### config.mk
export PLATFORM = sky130hd
export DESIGN_NAME = axil_reg_slave
export DESIGN_NICKNAME = d
export VERILOG_FILES = /design/src/rtl/axil_pkg.sv /design/src/rtl/axil_reg_slave_wr_join.sv /design/src/rtl/axil_reg_slave.sv
export SDC_FILE = /design/constraint.sdc
export NUM_CORES = 1
export LEC_CHECK = 0
export CAP_MARGIN = 25
export CORE_AREA = 2 2 252 254
export DETAILED_ROUTE_END_ITERATION = 10
export DIE_AREA = 0 0 254 256
export PLACE_DENSITY_LB_ADDON = 0.2
export SLEW_MARGIN = 40
export SYNTH_ARGS = -nofsm -noshare
export SYNTH_HDL_FRONTEND = slang
export SYNTH_SLANG_ARGS = --single-unit
### constraint.sdc
create_clock -name clk -period 2.9 [get_ports clk]
set_input_delay 0.435 -clock clk [delete_from_list [all_inputs] [get_ports clk]]
set_output_delay 0.435 -clock clk [all_outputs]
set_load 0.005 [all_outputs]
### src/rtl/axil_pkg.sv
// axil_pkg: shared AXI4-lite response codes and a byte-strobe merge helper
package axil_pkg;

    localparam logic [1:0] AXI_RESP_OKAY   = 2'b00;
    localparam logic [1:0] AXI_RESP_EXOKAY = 2'b01;
    localparam logic [1:0] AXI_RESP_SLVERR = 2'b10;
    localparam logic [1:0] AXI_RESP_DECERR = 2'b11;

    // Widest data bus the merge helper handles; callers zero-extend and truncate.
    localparam int AXIL_MAX_DW = 256;
    localparam int AXIL_MAX_SW = AXIL_MAX_DW / 8;

    function automatic logic [AXIL_MAX_DW-1:0] strb_merge(
        input logic [AXIL_MAX_DW-1:0] old_word,
        input logic [AXIL_MAX_DW-1:0] new_word,
        input logic [AXIL_MAX_SW-1:0] strb
    );
        logic [AXIL_MAX_DW-1:0] m;
        for (int i = 0; i < AXIL_MAX_SW; i++)
            m[i*8 +: 8] = strb[i] ? new_word[i*8 +: 8] : old_word[i*8 +: 8];
        return m;
    endfunction

endpackage

### src/rtl/axil_reg_slave_wr_join.sv
// axil_reg_slave_wr_join: holds AW and W beats independently and flags when both are present
module axil_reg_slave_wr_join #(
    parameter int ADDR_WIDTH = 16,
    parameter int DATA_WIDTH = 32,
    parameter int STRB_WIDTH = DATA_WIDTH / 8
) (
    input  logic                  clk,
    input  logic                  rst_n,
    input  logic [ADDR_WIDTH-1:0] aw_addr,
    input  logic                  aw_valid,
    output logic                  aw_ready,
    input  logic [DATA_WIDTH-1:0] w_data,
    input  logic [STRB_WIDTH-1:0] w_strb,
    input  logic                  w_valid,
    output logic                  w_ready,
    input  logic                  b_busy,
    output logic [ADDR_WIDTH-1:0] addr_q,
    output logic [DATA_WIDTH-1:0] data_q,
    output logic [STRB_WIDTH-1:0] strb_q,
    output logic                  commit
);

    logic aw_full;
    logic w_full;

    // While a response is pending nothing new is accepted, so only one write is ever in flight.
    assign aw_ready = ~aw_full & ~b_busy;
    assign w_ready  = ~w_full & ~b_busy;
    assign commit   = aw_full & w_full;

    // Capture each channel on its own handshake; both holding flags drop on commit.
    always_ff @(posedge clk or negedge rst_n) begin
        if (!rst_n) begin
            aw_full <= 1'b0;
            w_full  <= 1'b0;
            addr_q  <= '0;
            data_q  <= '0;
            strb_q  <= '0;
        end else if (commit) begin
            aw_full <= 1'b0;
            w_full  <= 1'b0;
        end else begin
            if (aw_valid && aw_ready) begin
                aw_full <= 1'b1;
                addr_q  <= aw_addr;
            end
            if (w_valid && w_ready) begin
                w_full <= 1'b1;
                data_q <= w_data;
                strb_q <= w_strb;
            end
        end
    end

endmodule

### src/rtl/axil_reg_slave.sv
// axil_reg_slave: AXI4-lite register bank; AXIL_REG_SLAVE_RD_PIPE_EN adds a read-data stage
module axil_reg_slave
    import axil_pkg::*;
#(
    parameter int DATA_WIDTH = 32,
    parameter int ADDR_WIDTH = 16,
    parameter int STRB_WIDTH = DATA_WIDTH / 8,
    parameter int NUM_REGS   = 16
) (
    input  logic                           clk,
    input  logic                           rst_n,
    input  logic [ADDR_WIDTH-1:0]          s_axil_awaddr,
    input  logic [2:0]                     s_axil_awprot,
    input  logic                           s_axil_awvalid,
    output logic                           s_axil_awready,
    input  logic [DATA_WIDTH-1:0]          s_axil_wdata,
    input  logic [STRB_WIDTH-1:0]          s_axil_wstrb,
    input  logic                           s_axil_wvalid,
    output logic                           s_axil_wready,
    output logic [1:0]                     s_axil_bresp,
    output logic                           s_axil_bvalid,
    input  logic                           s_axil_bready,
    input  logic [ADDR_WIDTH-1:0]          s_axil_araddr,
    input  logic [2:0]                     s_axil_arprot,
    input  logic                           s_axil_arvalid,
    output logic                           s_axil_arready,
    output logic [DATA_WIDTH-1:0]          s_axil_rdata,
    output logic [1:0]                     s_axil_rresp,
    output logic                           s_axil_rvalid,
    input  logic                           s_axil_rready,
    output logic [NUM_REGS*DATA_WIDTH-1:0] reg_out,
    output logic [NUM_REGS-1:0]            reg_wr
);

    localparam int ADDR_LSB = $clog2(STRB_WIDTH);
    localparam int IDX_W    = ADDR_WIDTH - ADDR_LSB;

    logic [NUM_REGS-1:0][DATA_WIDTH-1:0] regs;
    logic [ADDR_WIDTH-1:0]               addr_q;
    logic [DATA_WIDTH-1:0]               data_q;
    logic [STRB_WIDTH-1:0]               strb_q;
    logic                                commit;
    logic [IDX_W-1:0]                    aw_idx;
    logic [IDX_W-1:0]                    ar_idx;
    logic                                aw_hit;
    logic                                ar_hit;
    logic                                ar_hs;
    logic [DATA_WIDTH-1:0]               rd_word;
    logic                                unused;

    assign unused  = ^{s_axil_awprot, s_axil_arprot, addr_q[ADDR_LSB-1:0], s_axil_araddr[ADDR_LSB-1:0]};
    assign reg_out = regs;
    assign aw_idx  = addr_q[ADDR_WIDTH-1:ADDR_LSB];
    assign ar_idx  = s_axil_araddr[ADDR_WIDTH-1:ADDR_LSB];
    assign aw_hit  = 32'(aw_idx) < NUM_REGS;
    assign ar_hit  = 32'(ar_idx) < NUM_REGS;
    assign ar_hs   = s_axil_arvalid & s_axil_arready;

    axil_reg_slave_wr_join #(
        .ADDR_WIDTH (ADDR_WIDTH),
        .DATA_WIDTH (DATA_WIDTH),
        .STRB_WIDTH (STRB_WIDTH)
    ) u_wr_join (
        .clk      (clk),
        .rst_n    (rst_n),
        .aw_addr  (s_axil_awaddr),
        .aw_valid (s_axil_awvalid),
        .aw_ready (s_axil_awready),
        .w_data   (s_axil_wdata),
        .w_strb   (s_axil_wstrb),
        .w_valid  (s_axil_wvalid),
        .w_ready  (s_axil_wready),
        .b_busy   (s_axil_bvalid),
        .addr_q   (addr_q),
        .data_q   (data_q),
        .strb_q   (strb_q),
        .commit   (commit)
    );

    // Commit a joined write into the addressed register and raise the B response.
    always_ff @(posedge clk or negedge rst_n) begin
        if (!rst_n) begin
            regs          <= '0;
            reg_wr        <= '0;
            s_axil_bvalid <= 1'b0;
            s_axil_bresp  <= AXI_RESP_OKAY;
        end else begin
            reg_wr <= '0;
            for (int i = 0; i < NUM_REGS; i++) begin
                if (commit && 32'(aw_idx) == i) begin
                    regs[i]   <= DATA_WIDTH'(strb_merge(AXIL_MAX_DW'(regs[i]), AXIL_MAX_DW'(data_q),
                                                        AXIL_MAX_SW'(strb_q)));
                    reg_wr[i] <= 1'b1;
                end
            end
            if (commit) begin
                s_axil_bvalid <= 1'b1;
                s_axil_bresp  <= aw_hit ? AXI_RESP_OKAY : AXI_RESP_SLVERR;
            end else if (s_axil_bready) begin
                s_axil_bvalid <= 1'b0;
            end
        end
    end

    // Read mux; out-of-range indices match no register and yield zero.
    always_comb begin
        rd_word = '0;
        for (int i = 0; i < NUM_REGS; i++)
            if (32'(ar_idx) == i) rd_word = regs[i];
    end

`ifdef AXIL_REG_SLAVE_RD_PIPE_EN
    logic                  p_valid;
    logic [DATA_WIDTH-1:0] p_data;
    logic [1:0]            p_resp;

    assign s_axil_arready = ~s_axil_rvalid & ~p_valid;

    // Sample the register on AR, then forward through one extra stage to the R channel.
    always_ff @(posedge clk or negedge rst_n) begin
        if (!rst_n) begin
            p_valid       <= 1'b0;
            p_data        <= '0;
            p_resp        <= AXI_RESP_OKAY;
            s_axil_rvalid <= 1'b0;
            s_axil_rdata  <= '0;
            s_axil_rresp  <= AXI_RESP_OKAY;
        end else begin
            p_valid <= ar_hs;
            if (ar_hs) begin
                p_data <= rd_word;
                p_resp <= ar_hit ? AXI_RESP_OKAY : AXI_RESP_SLVERR;
            end
            if (p_valid) begin
                s_axil_rvalid <= 1'b1;
                s_axil_rdata  <= p_data;
                s_axil_rresp  <= p_resp;
            end else if (s_axil_rready) begin
                s_axil_rvalid <= 1'b0;
            end
        end
    end
`else
    assign s_axil_arready = ~s_axil_rvalid;

    // Sample the register on AR and hold the R beat until it is accepted.
    always_ff @(posedge clk or negedge rst_n) begin
        if (!rst_n) begin
            s_axil_rvalid <= 1'b0;
            s_axil_rdata  <= '0;
            s_axil_rresp  <= AXI_RESP_OKAY;
        end else if (ar_hs) begin
            s_axil_rvalid <= 1'b1;
            s_axil_rdata  <= rd_word;
            s_axil_rresp  <= ar_hit ? AXI_RESP_OKAY : AXI_RESP_SLVERR;
        end else if (s_axil_rready) begin
            s_axil_rvalid <= 1'b0;
        end
    end
`endif

endmodule

==> out/summary.txt, run 1 <==
Most frequent cells in the layout = clkdlybuf4s50_1, dfrtp_1, mux2_2, buf_4, nand2_1
Multi-input gate area = 12,000 sq um
Final-report hold violation count = 0
# nets final = 3,065
Post-synthesis sequential area ratio = 55.0%
Worst-path clk slew = 0.06 ns
YS warnings = 0
Peak fanout along the critical path = 8
Vias/cell = 6.23
Post-Syn Instances = 2,205
Largest net degree at the start of global routing = 102
Post-Synth XOR/XNOR Area = 0%
Adder-Cell Fraction of Synth Area = 0%
Failing checks = negative setup slack
Filler cells = 5,008
CP required = 3.37 ns
Tot GR Track Use = 37.4%
Largest family of logic cells by synthesized area = multiplexers
Initial antenna violation count = 4
Clk buf depth = 3
Vias in the first global route = 23.9k
Type of the tightest min-delay check = input port to async pin
Grt ovf = 0
Mux cell area share after synthesis = 24.5%
Setup Viol. Count Final = 22
Post-CTS Repair Setup Buffers = 0
Initial drt markers = 2,584
F_max = 337 MHz
MaxCap Viol Count = 0
Placer congestion estimate = 0.969
Die Area = 65,000 sq um
Post-layout util = 62.6%
PwrDens = 564 nW/um^2
CTS H-Tree Depth = 3
Routed len/inst = 31.8 um
Tot Pwr = 0.0220 W
Synth Flop Type = dfrtp_1
Area grow syn2layout = 39.5%
Setup TNS = -0.589 ns
Status = finished with violations
Clk sinks = 616
Post-Route WL = 124 mm
Die height = 256 um
Setup Skew = 0.0209 ns
Leakage power = 17.9 nW
Post-route DRC = 0
Post-synth cell types = 78
Register area = 15,400 sq um
Antenna viol nets, final = 0
Starting density of the core = 44.9%
CTS root buf = clkbuf_16
Die X-Extent = 254 um
Pre-antenna DRT Iters = 7
Hpwl dp = 95.2 mm
Critical Path AT = 3.44 ns
Core area = 62,400 sq um
Io pins = 650
Total CTS buffers = 68
Pre-CTS setup slack = -0.344 ns
Synth Area in Compound Gates = 10.5%
Critical Path End Type = flip-flop
IO Port Bufs = 637
CP Class = flip-flop to flip-flop
Fin worst setup slack = -0.0680 ns
RSZ-0062 raised after global routing = yes
Ratio of cells with drive above 1 in the final layout = 30.2%
CTS tree = done
Synth async-reset ratio = 100%
# rows = 92
Vias = 24.2k
Worst R2R Path Depth = 6
Worst rel slew slack = 39.7%
Clk Latency, worst-skew pair = 0.61 ns
Period utilization = 102%
Final instance area = 39,100 sq um
Synth Area in Simple Gates = 7.45%
Post-Synthesis Cell Area = 28,000 sq um
Synth Register Bits = 616
Placed inst area = 36,800 sq um
Peak VDD IR = 0.685 mV
Mean post-synth cell area = 12.7 sq um
First-pass GRT wire length = 175 mm
Slew @ Worst Pin = 0.902 ns
Commonest non-fill, non-tap cell in the layout = clkdlybuf4s50_1
Fin. max-slew vios = 0
Worst setup SP type = flip-flop
Min cycle time layout = 2.97 ns
Post-synth EDFFs = 0
==> sequential cells by signal, indices dropped and copies added, names as in the netlist <==
name,count
reg_wr,16
s_axil_rvalid,1
s_axil_bresp,1
u_wr_join.strb_q,4
s_axil_rdata,32
u_wr_join.data_q,32
u_wr_join.aw_full,1
u_wr_join.addr_q,14
s_axil_bvalid,1
reg_out,512
s_axil_rresp,1
u_wr_join.w_full,1
==> cell families (layout without fill, tap and decap cells) <==
kind of cell,Yosys count,after routing
AND/OR/NAND/NOR,384,384
multiplexers,613,613
AO/OA/AOI/OAI,426,426
flip-flops,616,616
buffers and inverters,165,992
other,1,3
==> routing by layer <==
| metal | wire [um] | GRT usage (%) | share of wire, % | vias to the layer above |
|---|---|---|---|---|
| met5 | 46 | 0 | 0.037 | - |
| met2 | 57200 | 58.2 | 46 | 1415 |
| met4 | 5620 | 15.6 | 4.5 | 6 |
| met3 | 11700 | 9.57 | 9.4 | 278 |
| met1 | 49000 | 49.6 | 40 | 12600 |
| li1 | - | - | - | 9889 |
==> through the flow <==
| step | hold slack, ns | instances |
|---|---|---|
| 2_1_floorplan | 0.139 | 2206 |
| 3_3_place_gp | 0.412 | 3759 |
| 3_5_place_dp | 0.415 | 3759 |
| 4_1_cts | 0.375 | 3879 |
| 5_1_grt | 0.394 | 3879 |
| 6_report | 0.368 | 3880 |
==> cell usage after synthesis, drive strengths merged, types with 13 or more instances <==
library cell,instances,area share (%)
a21oi,98,1.8
nor2,55,0.75
mux2i,41,1.5
dfrtp,616,55
o221ai,23,0.72
nand2,122,1.6
o2111ai,22,0.69
a31oi,14,0.31
a222oi,23,0.82
or3,25,0.56
o2bb2ai,17,0.53
buf,50,0.92
and3,23,0.51
nand3,22,0.39
nor4,24,0.94
mux2,571,23
nor3,44,0.86
a221oi,13,0.41
o21ai,74,1.3
o211ai,13,0.35
clkbuf,105,1.4
o22ai,39,0.87
==> critical path, stage by stage (launching register included) <==
cell and delay, ns:
dfrtp_1 0.37, nor4_1 0.44, nand4_1 0.21, or3_1 0.53, nor3_2 0.40, nand2_1 0.42
mux2_1 0.46
==> power by group <==
group	switching (W)	leakage, nW	internal (W)	total (W)
Combinational	0.00114	8.35	0.00112	0.00227
Clock	0.00358	1.07	0.00511	0.00869
Sequential	0.00200	8.43	0.00906	0.0111
==> worst paths after layout <==
kind                                     startpoint              endpoint  slack, ns
worst max-delay path            u_wr_join.addr_q[6]           reg_out[20]      -0.07
worst min-delay path                          rst_n            reg_out[8]       0.37
worst max register to register  u_wr_join.addr_q[6]           reg_out[20]      -0.07
worst min register to register      s_axil_bresp[1]       s_axil_bresp[1]       0.50
max in group asynchronous                     rst_n  u_wr_join.data_q[20]       1.54
min in group clk                      s_axil_rready         s_axil_rvalid       0.39
==> what timing repair did <==
action	CTS	global route
pin swaps	0	0
gates resized for setup	0	5
hold buffers	1	0
hold endpoints to repair	54	0
setup endpoints to repair	12	97
==> area by class of cell <==
cell class | instances | share of cell area [%]
sequential | 616 | 39.5
multi-input combinational | 1425 | 30.6
timing repair buffer | 863 | 21.4
clock buffer | 104 | 5.20
tap | 846 | 2.71
clock inverter | 15 | 0.487
inverter | 10 | 0.0961
antenna | 1 | 0.00641
(Power assumes the default switching activity.)
==> inputs of run 2 (changes only) <==
--- a/config.mk
+++ b/config.mk
@@ -9,7 +9,7 @@
 export CORE_AREA = 2 2 252 254
 export DETAILED_ROUTE_END_ITERATION = 10
 export DIE_AREA = 0 0 254 256
-export PLACE_DENSITY_LB_ADDON = 0.2
+export PLACE_DENSITY = 0.82
 export SLEW_MARGIN = 40
 export SYNTH_ARGS = -nofsm -noshare
 export SYNTH_HDL_FRONTEND = slang
==> run 2 against run 1 <==
Compared with the run above: the flow still finishes with violations (negative setup slack); clock skew increased by 0.014 ns; sequential share of layout area increased by 0.10 points; non-clock buffer count decreased by 12; final area decreased by 0.26%; combinational power about the same; hold slack improved by 0.0095 ns; via count increased by 0.63%; die area unchanged; maximum frequency increased by 1.8%; largest power group unchanged.
==> out/summary.txt, run 2 (synthesis results as in run 1) <==
Status = finished with violations
Failing checks = negative setup slack
Routed len/inst = 32.1 um (+0.77%)
Core area = 62,400 sq um (unchanged)
Reg2reg setup slack = -0.02 ns (+0.05 ns)
Worst setup SP type = flip-flop
Setup Skew = 0.0345 ns (+0.0136 ns)
PwrDens = 574 nW/um^2 (+1.8%)
Peak VDD IR = 0.741 mV (+8.2%)
Power share of the sequential group = 49.6% (-0.6 points)
MaxCap Viol Count = 0 (unchanged)
Comb power frac = 10.1% (-0.2 points)
Slew @ Worst Pin = 0.930 ns (+0.0286 ns)
F_max = 343 MHz (+1.8%)
Switching power = 0.00688 W (+2.2%)
Fin worst setup slack = -0.0166 ns (+0.0514 ns)
Post-Route WL = 124 mm (+0.57%)
Clk Latency, worst-skew pair = 0.63 ns (+0.02 ns)
Largest net degree at the start of global routing = 94 (-7.8%)
Pint = 0.0155 W (+1.2%)
Register area = 15,400 sq um (unchanged)
Initial drt markers = 2,851 (+10%)
Area grow syn2layout = 39.1%
Setup Viol. Count Final = 6 (-73%)
Antenna viol nets, final = 0 (unchanged)
CP required = 3.38 ns (about the same)
Max reg flops = 512 (unchanged)
Pre-antenna DRT Iters = 6 (-1)
Worst-path clk slew = 0.06 ns (about the same)
WHS = 0.377 ns (+0.00954 ns)
Most frequent cells in the layout = clkdlybuf4s50_1, dfrtp_1, mux2_2, buf_4, nand2_1
Pre-CTS setup slack = -0.167 ns (+0.177 ns)
Initial antenna violation count = 4 (unchanged)
Vias in the first global route = 24.5k (+2.9%)
Die Area = 65,000 sq um (unchanged)
Vias = 24.3k (+0.63%)
Ratio of cells with drive above 1 in the final layout = 30.2% (+0.057 points)
CTS tree = done
Post-layout util = 62.5% (-0.16 points)
Clk buf depth = 3 (unchanged)
Peak fanout along the critical path = 8 (unchanged)
Fin. max-slew vios = 0 (unchanged)
Critical Path AT = 3.39 ns (-0.05 ns)
Period utilization = 101% (-1.8 points)
Die X-Extent = 254 um (unchanged)
Final-report hold violation count = 0 (unchanged)
Die height = 256 um (unchanged)
Total CTS buffers = 69 (+1.5%)
Vias/cell = 6.28 (+0.84%)
CTS H-Tree Depth = 3 (unchanged)
Worst rel slew slack = 38.0% (-1.7 points)
Leakage power = 17.8 nW (-0.14%)
Tot GR Track Use = 37.8% (+0.44 points)
# nets final = 3,054 (-0.36%)
Type of the tightest min-delay check = input port to async pin
Placed inst area = 36,600 sq um (-0.52%)
Io pins = 650 (unchanged)
First-pass GRT wire length = 178 mm (+1.7%)
# rows = 92 (unchanged)
Hpwl dp = 94.2 mm (-1.1%)
Post-route DRC = 0 (unchanged)
Clock Power Share = 40.3% (+0.8 points)
Switching Fraction = 30.8% (+0.21 points)
Final instance area = 39,000 sq um (-0.26%)
Starting density of the core = 44.9% (unchanged)
CP Class = flip-flop to flip-flop
RSZ-0062 raised after global routing = yes
Commonest non-fill, non-tap cell in the layout = clkdlybuf4s50_1
Grt ovf = 0 (unchanged)
Placer congestion estimate = 0.946 (-2.3%)
IO Port Bufs = 637 (unchanged)
Filler cells = 4,947 (-1.2%)
Min cycle time layout = 2.92 ns (-0.0514 ns)
Critical Path End Type = flip-flop
CTS root buf = clkbuf_16
Multi-input gate area = 12,000 sq um (about the same)
Clk sinks = 616 (unchanged)
-- run 2: cell types whose count changed in the layout (fill, tap and decap cells not counted), moves of 3 or more --
| cell | change |
|---|---|
| clkinv_2 | +5 |
| clkbuf_1 | -7 |
| buf_4 | -3 |
| buf_12 | -9 |
| clkbuf_8 | +3 |
-- run 2: metal layers --
layer | routed length (um) | vias to the layer above | track usage [%]
li1 | - | 9860 | -
met1 | 47800 | 12500 | 48.9
met2 | 56000 | 1569 | 57.7
met3 | 13000 | 351 | 10.8
met4 | 7450 | 8 | 19.6
met5 | 43 | - | 0
-- run 2: power by group through the flow --
stage / Clock (W) / Combinational (W) / Sequential (W)
after floorplan: 0 / 0.00174 / 0.00966
after global placement: 0 / 0.00215 / 0.0110
after detailed placement: 0 / 0.00222 / 0.0111
after CTS: 0.00906 / 0.00223 / 0.0110
after global routing: 0.00944 / 0.00240 / 0.0112
final: 0.00902 / 0.00225 / 0.0111
-- run 2: final timing paths --
check | start | to | cells after the start
max | u_wr_join.addr_q[10] | reg_out[400] | 6
min | rst_n | reg_out[88] | 2
max reg2reg | u_wr_join.addr_q[10] | reg_out[400] | 6
min reg2reg | s_axil_bresp[1] | s_axil_bresp[1] | 1
max in group asynchronous | rst_n | reg_out[400] | 3
min in group clk | s_axil_rready | s_axil_rvalid | 2
-- run 2: timing repair --
action,CTS,global route
setup buffers,0,0
cloned,0,0
setup endpoints to repair,24,100
hold buffers,1,0
endpoints found under the hold margin,46,0
resized for setup,2,4
-- run 2: final cells by class --
cell class	instances	area share, %
antenna	2	0.0128
clock buffer	101	5.31
clock inverter	21	0.616
inverter	10	0.0963
multi-input combinational	1425	30.7
sequential	616	39.6
tap	846	2.72
timing repair buffer	851	20.9
-- run 2: metrics by stage --
step / power [W] / cells / setup TNS [ns]
CTS: 0.0223 / 3870 / 0
detailed placement: 0.0133 / 3747 / -3.02
floorplan: 0.0114 / 2206 / 0
global placement: 0.0132 / 3747 / -1.45
finish: 0.0224 / 3872 / -0.0675
global route: 0.0230 / 3870 / -5.91
-- run 2: critical path, stage by stage, from the launching register on --
cell,delay (ns)
dfrtp_1,0.37
nor4_1,0.34
nand4_1,0.23
or3_1,0.54
nor2_2,0.40
nand2_1,0.44
mux2_2,0.43
